## src/rtl/spi_pkg.sv

```systemverilog
// Shared types and constants for the SPI master: FSM states, idle line level,
// default geometry and the frame-length saturation rule.
package spi_pkg;

    typedef enum logic [2:0] {
        IDLE,
        SETUP,
        HIGH,
        LOW,
        HOLD,
        RESP
    } state_t;

    localparam logic        SPI_IDLE_MOSI = 1'b1;
    localparam int unsigned SPI_DEF_DIV   = 4;
    localparam int unsigned SPI_DEF_WIDTH = 16;

    // Zero selects a full-width frame; anything above the width saturates.
    function automatic int unsigned eff_len(input int unsigned len, input int unsigned width);
        return ((len == 0) || (len > width)) ? width : len;
    endfunction

endpackage

```

## src/rtl/spi_master_if.sv

```systemverilog
// Request/response channel between the bus bridge and the SPI master.
// The bridge uses the master modport, the SPI master uses the slave modport.
interface spi_master_if
    import spi_pkg::*;
#(
    parameter int unsigned WIDTH = SPI_DEF_WIDTH,
    parameter int unsigned LEN_W = $clog2(WIDTH) + 1
) ();

    logic             req_valid;
    logic             req_ready;
    logic [WIDTH-1:0] req_data;
    logic [LEN_W-1:0] req_len;
    logic             rsp_valid;
    logic             rsp_ready;
    logic [WIDTH-1:0] rsp_data;

    modport master (
        output req_valid, req_data, req_len, rsp_ready,
        input  req_ready, rsp_valid, rsp_data
    );

    modport slave (
        input  req_valid, req_data, req_len, rsp_ready,
        output req_ready, rsp_valid, rsp_data
    );

endinterface

```

## src/rtl/spi_clkgen.sv

```systemverilog
// SCK half-period timer: counts DIV clk cycles while running and pulses
// tick_c on the last cycle of each half-period; load restarts the count.
module spi_clkgen
    import spi_pkg::*;
#(
    parameter int unsigned DIV = SPI_DEF_DIV
) (
    input  logic clk,
    input  logic rst_n,
    input  logic load,
    input  logic run,
    output logic tick_c
);

    localparam int unsigned CNT_W = (DIV > 1) ? $clog2(DIV) : 1;

    logic [CNT_W-1:0] cnt;

    assign tick_c = run && (cnt == CNT_W'(DIV - 1));

    always_ff @(posedge clk) begin
        if (!rst_n) begin
            cnt <= '0;
        end else if (load) begin
            cnt <= '0;
        end else if (run) begin
            cnt <= tick_c ? '0 : cnt + CNT_W'(1);
        end
    end

endmodule

```

## src/rtl/spi_master.sv

```systemverilog
// Mode-0 SPI master: turns one accepted request into one ss_n-framed
// transfer (MSB first) and returns the sampled miso bits as a response.
module spi_master
    import spi_pkg::*;
#(
    parameter int unsigned WIDTH = SPI_DEF_WIDTH,
    parameter int unsigned DIV   = SPI_DEF_DIV,
    parameter int unsigned LEN_W = $clog2(WIDTH) + 1
) (
    input  logic        clk,
    input  logic        rst_n,
    spi_master_if.slave bus,
    output logic        sck,
    output logic        ss_n,
    output logic        mosi,
    input  logic        miso
);

    state_t           state_q, state_d;
    logic [WIDTH-1:0] tx_q, tx_d;
    logic [WIDTH-1:0] rx_q, rx_d;
    logic [LEN_W-1:0] bit_cnt_q, bit_cnt_d;
    logic             hold_q, hold_d;
    logic             sck_d, ss_n_d, mosi_d;
    logic             req_ready_d, rsp_valid_d;
    logic [WIDTH-1:0] rsp_data_d;

    logic             accept;
    logic             run;
    logic             tick_c;
    logic [LEN_W-1:0] len_eff;
    logic             first_bit;
    logic             next_bit;

    assign accept    = bus.req_valid && bus.req_ready;
    assign run       = (state_q != IDLE) && (state_q != RESP);
    assign len_eff   = LEN_W'(eff_len(32'(bus.req_len), WIDTH));
    assign first_bit = |(bus.req_data & (WIDTH'(1) << (len_eff - LEN_W'(1))));
    assign next_bit  = |(tx_q & (WIDTH'(1) << (bit_cnt_q - LEN_W'(1))));

    spi_clkgen #(.DIV(DIV)) u_clkgen (
        .clk    (clk),
        .rst_n  (rst_n),
        .load   (accept),
        .run    (run),
        .tick_c (tick_c)
    );

    // Next-state and next-output logic; every register holds unless a tick moves it.
    always_comb begin
        state_d     = state_q;
        tx_d        = tx_q;
        rx_d        = rx_q;
        bit_cnt_d   = bit_cnt_q;
        hold_d      = hold_q;
        sck_d       = sck;
        ss_n_d      = ss_n;
        mosi_d      = mosi;
        rsp_valid_d = bus.rsp_valid;
        rsp_data_d  = bus.rsp_data;

        case (state_q)
            IDLE: begin
                if (accept) begin
                    tx_d      = bus.req_data;
                    rx_d      = '0;
                    bit_cnt_d = len_eff - LEN_W'(1);
                    hold_d    = 1'b0;
                    ss_n_d    = 1'b0;
                    sck_d     = 1'b0;
                    mosi_d    = first_bit;
                    state_d   = SETUP;
                end
            end
            SETUP: begin
                if (tick_c) begin
                    sck_d   = 1'b1;
                    state_d = HIGH;
                end
            end
            HIGH: begin
                if (tick_c) begin
                    sck_d = 1'b0;
                    rx_d  = (rx_q << 1) | WIDTH'(miso);
                    if (bit_cnt_q == '0) begin
                        mosi_d  = SPI_IDLE_MOSI;
                        hold_d  = 1'b0;
                        state_d = HOLD;
                    end else begin
                        bit_cnt_d = bit_cnt_q - LEN_W'(1);
                        mosi_d    = next_bit;
                        state_d   = LOW;
                    end
                end
            end
            LOW: begin
                if (tick_c) begin
                    sck_d   = 1'b1;
                    state_d = HIGH;
                end
            end
            // The last sck-low half-period plus one hold half-period,
            // giving ss_n low for (2L+2)*DIV cycles.
            HOLD: begin
                if (tick_c) begin
                    if (!hold_q) begin
                        hold_d = 1'b1;
                    end else begin
                        ss_n_d      = 1'b1;
                        rsp_valid_d = 1'b1;
                        rsp_data_d  = rx_q;
                        state_d     = RESP;
                    end
                end
            end
            RESP: begin
                if (bus.rsp_ready) begin
                    rsp_valid_d = 1'b0;
                    state_d     = IDLE;
                end
            end
            default: begin
                state_d = IDLE;
            end
        endcase

        req_ready_d = (state_d == IDLE);
    end

    always_ff @(posedge clk) begin
        if (!rst_n) begin
            state_q       <= IDLE;
            tx_q          <= '0;
            rx_q          <= '0;
            bit_cnt_q     <= '0;
            hold_q        <= 1'b0;
            sck           <= 1'b0;
            ss_n          <= 1'b1;
            mosi          <= SPI_IDLE_MOSI;
            bus.req_ready <= 1'b1;
            bus.rsp_valid <= 1'b0;
            bus.rsp_data  <= '0;
        end else begin
            state_q       <= state_d;
            tx_q          <= tx_d;
            rx_q          <= rx_d;
            bit_cnt_q     <= bit_cnt_d;
            hold_q        <= hold_d;
            sck           <= sck_d;
            ss_n          <= ss_n_d;
            mosi          <= mosi_d;
            bus.req_ready <= req_ready_d;
            bus.rsp_valid <= rsp_valid_d;
            bus.rsp_data  <= rsp_data_d;
        end
    end

endmodule

```

## src/flat_wrapper.sv

```systemverilog
// flat-port wrapper written by rule: the top's interface ports become plain ports
module spi_master_flat import spi_pkg::*;
#(
    parameter int unsigned WIDTH = SPI_DEF_WIDTH,
    parameter int unsigned DIV   = SPI_DEF_DIV,
    parameter int unsigned LEN_W = $clog2(WIDTH) + 1
)
  (clk, rst_n, sck, ss_n, mosi, miso, bus_req_valid, bus_req_data, bus_req_len, bus_rsp_ready, bus_req_ready, bus_rsp_valid, bus_rsp_data);
  spi_master_if #(.WIDTH(WIDTH), .LEN_W(LEN_W)) bus_i ();
  input  logic clk;
  input  logic rst_n;
  output logic sck;
  output logic ss_n;
  output logic mosi;
  input  logic miso;
  input wire logic [$bits(bus_i.req_valid)-1:0] bus_req_valid;
  input wire logic [$bits(bus_i.req_data)-1:0] bus_req_data;
  input wire logic [$bits(bus_i.req_len)-1:0] bus_req_len;
  input wire logic [$bits(bus_i.rsp_ready)-1:0] bus_rsp_ready;
  output wire logic [$bits(bus_i.req_ready)-1:0] bus_req_ready;
  output wire logic [$bits(bus_i.rsp_valid)-1:0] bus_rsp_valid;
  output wire logic [$bits(bus_i.rsp_data)-1:0] bus_rsp_data;
  assign bus_i.req_valid = bus_req_valid;
  assign bus_i.req_data = bus_req_data;
  assign bus_i.req_len = bus_req_len;
  assign bus_i.rsp_ready = bus_rsp_ready;
  assign bus_req_ready = bus_i.req_ready;
  assign bus_rsp_valid = bus_i.rsp_valid;
  assign bus_rsp_data = bus_i.rsp_data;
  spi_master #(.WIDTH(WIDTH), .DIV(DIV), .LEN_W(LEN_W)) u_core (.clk(clk), .rst_n(rst_n), .bus(bus_i), .sck(sck), .ss_n(ss_n), .mosi(mosi), .miso(miso));
endmodule
```

## config.mk

```make
export PLATFORM = sky130hd
export DESIGN_NAME = spi_master_flat
export DESIGN_NICKNAME = d
export VERILOG_FILES = /design/src/rtl/spi_pkg.sv /design/src/rtl/spi_master_if.sv /design/src/rtl/spi_clkgen.sv /design/src/rtl/spi_master.sv /design/src/flat_wrapper.sv
export SDC_FILE = /design/constraint.sdc
export NUM_CORES = 1
export LEC_CHECK = 0
export CAP_MARGIN = 5
export CORE_ASPECT_RATIO = 1.2
export CORE_MARGIN = 2
export CORE_UTILIZATION = 45
export CTS_CLUSTER_SIZE = 12
export DETAILED_ROUTE_END_ITERATION = 10
export GPL_TIMING_DRIVEN = 0
export PLACE_DENSITY = 0.73
export RECOVER_POWER = 100
export SYNTH_ARGS = -nofsm -noshare
export SYNTH_HDL_FRONTEND = slang
export SYNTH_HIERARCHICAL = 1
export SYNTH_SLANG_ARGS = --single-unit
```

## constraint.sdc

```tcl
create_clock -name clk -period 8.1 [get_ports clk]
set_input_delay 1.215 -clock clk [delete_from_list [all_inputs] [get_ports clk]]
set_output_delay 1.215 -clock clk [all_outputs]
set_load 0.02 [all_outputs]
```

Word level (Yosys, flattened, before mapping)
Cells that the tools add are included.
{"block": "word_totals", "register_bits": 64, "inputBits": 26, "out_inout_bits": 21, "word_cells": 96}
{"block": "classes", "add_sub_neg": 3, "order_cmp": 1, "n_eq_ne": 15, "shift": 2, "n_mux": 33, "bitwise": 4, "n_reduce_logical": 26}
{"cell": "16-bit bitwise AND", "n": 2}
{"cell": "16-bit two-way mux", "n": 2}
{"cell": "16-bit one-hot mux with 2 select lines", "n": 1}
{"cell": "16-bit OR reduction", "n": 2}
{"cell": "1-bit by 5-bit left shift with 16-bit output, first input constant", "n": 2}
{"cell": "3-bit two-way mux", "n": 7}
{"cell": "5-bit two-way mux", "n": 4}
{"cell": "16-bit by 1-bit OR with 16-bit output", "n": 1}
{"cell": "4-bit AND reduction", "n": 4}
{"cell": "3-bit one-hot mux with 5 select lines", "n": 1}
{"cell": "1-bit two-way mux", "n": 11}
{"cell": "5-bit zero test", "n": 2}
{"cell": "5-bit one-hot mux with 2 select lines", "n": 1}
{"cell": "5-bit by 1-bit subtractor with 5-bit output, second input constant", "n": 2}
{"cell": "3-bit nonzero test", "n": 3}
{"cell": "2-bit by 1-bit inequality test with 1-bit output, second input constant", "n": 4}
{"cell": "2-bit inequality test, second input constant", "n": 4}
{"cell": "3-bit by 2-bit equality test with 1-bit output, second input constant", "n": 2}
{"cell": "3-bit equality test, second input constant", "n": 2}
{"cell": "3-bit zero test", "n": 2}
{"cell": "1-bit one-hot mux with 2 select lines", "n": 3}
{"cell": "1-bit one-hot mux with 3 select lines", "n": 2}
{"cell": "3-bit AND reduction", "n": 2}
{"cell": "2-bit nonzero test", "n": 3}
{"cell": "other kinds (12)", "n": 15}

Depth between registers and ports, before layout
{"block": "depth", "ltp_word": 9, "mapped_depth": 13, "mapped_depth_nobuf": 12}

Hierarchy
Netlist, hierarchy kept.
{"module": "spi_master", "n_inst": 1, "cells_each": 370, "area_per_inst_um2": 3076.7, "seq_area_each_um2": 1241.2}
{"module": "spi_clkgen", "n_inst": 1, "cells_each": 10, "area_per_inst_um2": 102.6, "seq_area_each_um2": 40.0}

Least setup slack after synthesis
No wires, ideal clock.
{"block": "synth_path", "path_kind": "input port to flip-flop", "startpoint": "in bus_req_len[3]", "endpoint": "reg u_core.mosi", "setup_ps": 143, "arrival_ps": 3671, "path_slack_ps": 4285, "path_stages": 12, "path_buffers": 1, "cell_sequence": "nor2_1 -> nand2_1 -> ha_1 -> nor2b_1 -> inv_1 -> ha_1 -> ha_1 -> clkbuf_1 -> mux2_2 -> a211o_1 -> mux2i_1 -> o311ai_2"}
{"block": "synth_between", "elab_chain_len": 9, "elab_cells_between_ends": 10}
{"item": "start: declaration", "line_no": "flat_wrapper.sv:18", "source": "input wire logic [$bits(bus_i.req_len)-1:0] bus_req_len;"}
{"item": "5-bit > comparator / 5-bit zero test (equally long branches)", "line_no": "spi_pkg.sv:20", "source": "return ((len == 0) || (len > width)) ? width : len;"}
{"item": "1-bit logical OR", "line_no": "spi_pkg.sv:20"}
{"item": "5-bit two-way mux *", "line_no": "spi_pkg.sv:20"}
{"item": "5-bit by 1-bit subtractor with 5-bit output *", "line_no": "spi_master.sv:38", "source": "assign first_bit = |(bus.req_data & (WIDTH'(1) << (len_eff - LEN_W'(1))));"}
{"item": "1-bit by 5-bit left shift with 16-bit output *", "line_no": "spi_master.sv:38"}
{"item": "16-bit bitwise AND *", "line_no": "spi_master.sv:38"}
{"item": "16-bit OR reduction *", "line_no": "spi_master.sv:38"}
{"item": "1-bit two-way mux *", "line_no": "spi_master.sv:64", "source": "if (accept) begin"}
{"item": "1-bit one-hot mux with 2 select lines *", "line_no": "spi_master.sv:62", "source": "case (state_q)"}
{"item": "end signal: assignment", "line_no": "spi_master.sv:151", "source": "mosi <= mosi_d;"}
{"item": "end: declaration", "line_no": "spi_master.sv:15", "source": "output logic mosi,"}
Mark *: on every way between the ends. The rest lies on a longest branch, timed or not. The select of a mux whose other input is x is not followed.
A chain may end at the register's enable or synchronous reset.

Final worst setup path
{"block": "layout_path", "startpoint": "in bus_req_len[1]", "endpoint": "reg u_core.mosi"}
Same word-level chain as after synthesis.

==> flow_summary_export.csv <==
group,metric,value,unit
run_status,status,"completed",
cells_and_area,final_common_cell,"nand2_1",
global_route,antenna_found_initial,0,
sta,setup_viol,0,
power,p_int,0.5470,mW
placement,gp_congestion,0.8865,
floorplan,io_pins,47,
sta,slew_viol_final,0,
critical_path,critical_path.top_delay_family,"buffers and inverters",
cts,clk_latency,0.33,ns
cts,cts_resized,0,
critical_path,cp.arrival,4.72,ns
synthesis,ys_seq_area_share,40.30,%
power,switching_share,26.06,%
global_route,grt_usage,19.67,%
cts,cts_tree,"yes",
floorplan,initial_core_util,46.39,%
drt,dr_total_vias,2787,
synthesis,avgSynthCellArea,8.367,um2
critical_path,cp-end-kind,"flip-flop",
power,p_per_area,187.5,mW/mm2
sta,post-route-period-util,55.99,%
floorplan,rows,33,
cells_and_area,stdcell_count,528,
critical_path,worst-path-buf-inv,3,
critical_path,crit_path_max_incr_delay,0.57,ns
sta,rsz0062_at_grt,"false",
critical_path,required,8.29,ns
global_route,grt_pass1_wl,11.77,mm
cts,cts_buffer_depth,2,
cts,ctsHoldBuffers,0,
placement,place_inst,513,
critical_path,crit_fanout,7,
power,ir_worst_vdd,0.08223,mV
cts,clkSinkCount,64,
critical_path,worstPathCellList,"dlygate4sd3_1, nor2_1, nand2_1, ha_1, nor2b_1, inv_1, ha_1, ha_1, clkbuf_1, mux2_1, a22oi_1, nand3_1, mux2i_1, o311ai_2",
cts,clkSlewWorstSetupHoldPaths,0.07,ns
synthesis,ys_ff_latch,64,
placement,io_buffers,46,
power,p_switching,0.1928,mW
drt,drt_iter0_markers,116,
synthesis,async_flop_share,0,%
worst_hold_path,hp-class,"flip-flop to flip-flop",
global_route,grt_pass1_vias,2569,
synthesis,yosys.area.top_type,"dfxtp_1",
power,power_frac_comb,16.6,%
sta,tns,0,ns
drt,wl_per_cell,13.61,um
cts,cts_buffers,9,
synthesis,synthTopCellsByArea,"dfxtp_1 40%, a21boi_0 12%, nand2_1 11%",
synthesis,syn_inst,380,
synthesis,yosysWarnings,6,
cts,cts_root_buffer,"clkbuf_8",
floorplan,die_h,96.08,um
synthesis,synth_edf_count,0,
synthesis,ys_types,48,
cells_and_area,layout-drive-gt1-share,6.803,%
sta,period_minus_slack,4.536,ns
power,power_leakage,1.493,nW
floorplan,dieWidth,80.73,um
synthesis,synth_top_flop_cell,"dfxtp_1",
sta,skew,0.005639,ns
critical_path,crit_top_cell,"ha_1",
drt,drt_pass1_iterations,4,
placement,dpl_worst_slack,3.337,ns
floorplan,die_area,0.007756,mm2
drt,viasPerCell,5.278,
synthesis,syn_area,0.003179,mm2
cells_and_area,final_cell_mix,"97 x nand2_1, 64 x dfxtp_1, 49 x a21boi_0",
floorplan,core,0.006854,mm2
global_route,grt-ovfl-total,0,
critical_path,slowest_stage,"dlygate4sd3_1",
critical_path,worstSetupStartpointType,"primary input",
flow_run,maxCapViolCount,0,
cells_and_area,syn_to_final_growth,24.08,%
drt,postRouteAntennaNets,0,
critical_path,path_class,"primary input to flip-flop",
sta,tightestPinTransition,0.6660,ns
drt,routed_wl,7.187,mm
synthesis,syn_nets,419,
sta,worst_slack,3.564,ns
cts,post-cts-setup-buffers,0,
placement,hpwlAfterDp,5.372,mm
drt,drc,0,
sta,max_freq,220.5,MHz
synthesis,yosysTopAreaCellShare,40.30,%
power,pwr-share-seq,45.3,%
cells_and_area,num_antenna_cells,0,
global_route,grt_start_max_net_pins,11,
sta,slew_headroom,55.49,%
power,p_clk_share,38.2,%
cts,cts_max_level,3,
sta,finalHoldViolCount,0,
cells_and_area,final_nets,476,
==> flip-flops by register name, indices dropped and copies added (netlist names), 2 cells and up <==
| register | cells |
|---|---|
| u_core/rx_q | 16 |
| u_core/tx_q | 16 |
| u_core/bus.rsp_data | 16 |
| u_core/u_clkgen/cnt | 2 |
| u_core/bit_cnt_q | 5 |
| u_core/state_q | 3 |
==> worst paths after layout <==
path	slack [ns]	depth (start not counted)	start	to
hold reg to reg	0.46	2	u_core/bus.rsp_data[2]	u_core/bus.rsp_data[2]
hold / removal	0.46	2	u_core/bus.rsp_data[2]	u_core/bus.rsp_data[2]
setup / recovery	3.56	14	bus_req_len[1]	u_core/mosi
setup reg to reg	5.35	8	u_core/state_q[1]	u_core/rx_q[4]
==> worst reg2reg max path: cells and delay by family, from the launching register on <==
kind                   cells  cell delay [ns]
AO/OA/AOI/OAI              3             0.88
buffers and inverters      2             0.75
AND/OR/NAND/NOR            3             0.67
flip-flops                 1             0.37
==> cell type report <==
class | count | area (um2)
clock buffer | 12 | 165.2
tap | 87 | 108.9
sequential | 64 | 1281
clock inverter | 3 | 40.04
buffer | 25 | 110.1
timing repair buffer | 46 | 460.4
fill | 666 | 2909
inverter | 7 | 26.28
multi-input combinational | 284 | 1753
==> layer usage <==
metal,GRT usage (%),share of wire (%),up-vias
met2,34.72,50,61
met4,8.192,2.0,0
met1,23.29,44,1290
met3,3.659,4.0,12
met5,0,0,-
li1,-,-,1424
==> synthesized netlist by cell type (2+ instances only) <==
cell / number
inv_1: 7
nor2_1: 11
a211o_1: 2
nor3_1: 3
buf_6: 3
clkbuf_1: 20
a21oi_1: 5
nor2b_1: 6
a22oi_1: 7
mux2_2: 6
nand3_1: 22
a21o_1: 3
a21boi_0: 49
xnor2_1: 2
mux2i_1: 4
a221oi_1: 4
o221a_2: 2
nor3b_1: 3
nand2_1: 97
o31ai_1: 3
dfxtp_1: 64
nand2b_1: 7
and3_1: 3
and2_1: 5
ha_1: 13
buf_2: 2
nand3b_1: 2
o21ai_0: 5
==> kinds of logic (layout without fill, tap and decap cells) <==
kind of cell | Yosys count | after routing | share of synthesized area (%)
buffers and inverters | 32 | 93 | 4.565
AOI/OAI and AO/OA | 90 | 90 | 21.49
muxes | 10 | 10 | 3.384
adders and majority gates | 13 | 13 | 5.116
xor gates and xnor gates | 3 | 3 | 0.8266
and+or+nand+nor | 168 | 168 | 24.32
DFF | 64 | 64 | 40.30
==> power by group through the flow <==
stage / logic (mW) / registers (mW) / clock network [mW]
after floorplan: 0.0817 / 0.343 / 0
after global placement: 0.123 / 0.342 / 0
after detailed placement: 0.125 / 0.342 / 0
after CTS: 0.126 / 0.335 / 0.286
after global routing: 0.136 / 0.336 / 0.300
final: 0.123 / 0.335 / 0.282
==> metrics by stage <==
step	hold slack (ns)	power (mW)	area, um2	utilization [%]
2_1_floorplan	0.4400	0.4243	3179	-
3_3_place_gp	0.4495	0.4644	3749	54.69
3_5_place_dp	0.4555	0.4667	3749	54.69
4_1_cts	0.4651	0.7464	3954	57.69
5_1_grt	0.4819	0.7728	3945	57.56
6_report	0.4558	0.7398	3945	57.56
No activity file was read; power rests on OpenSTA's default activity.
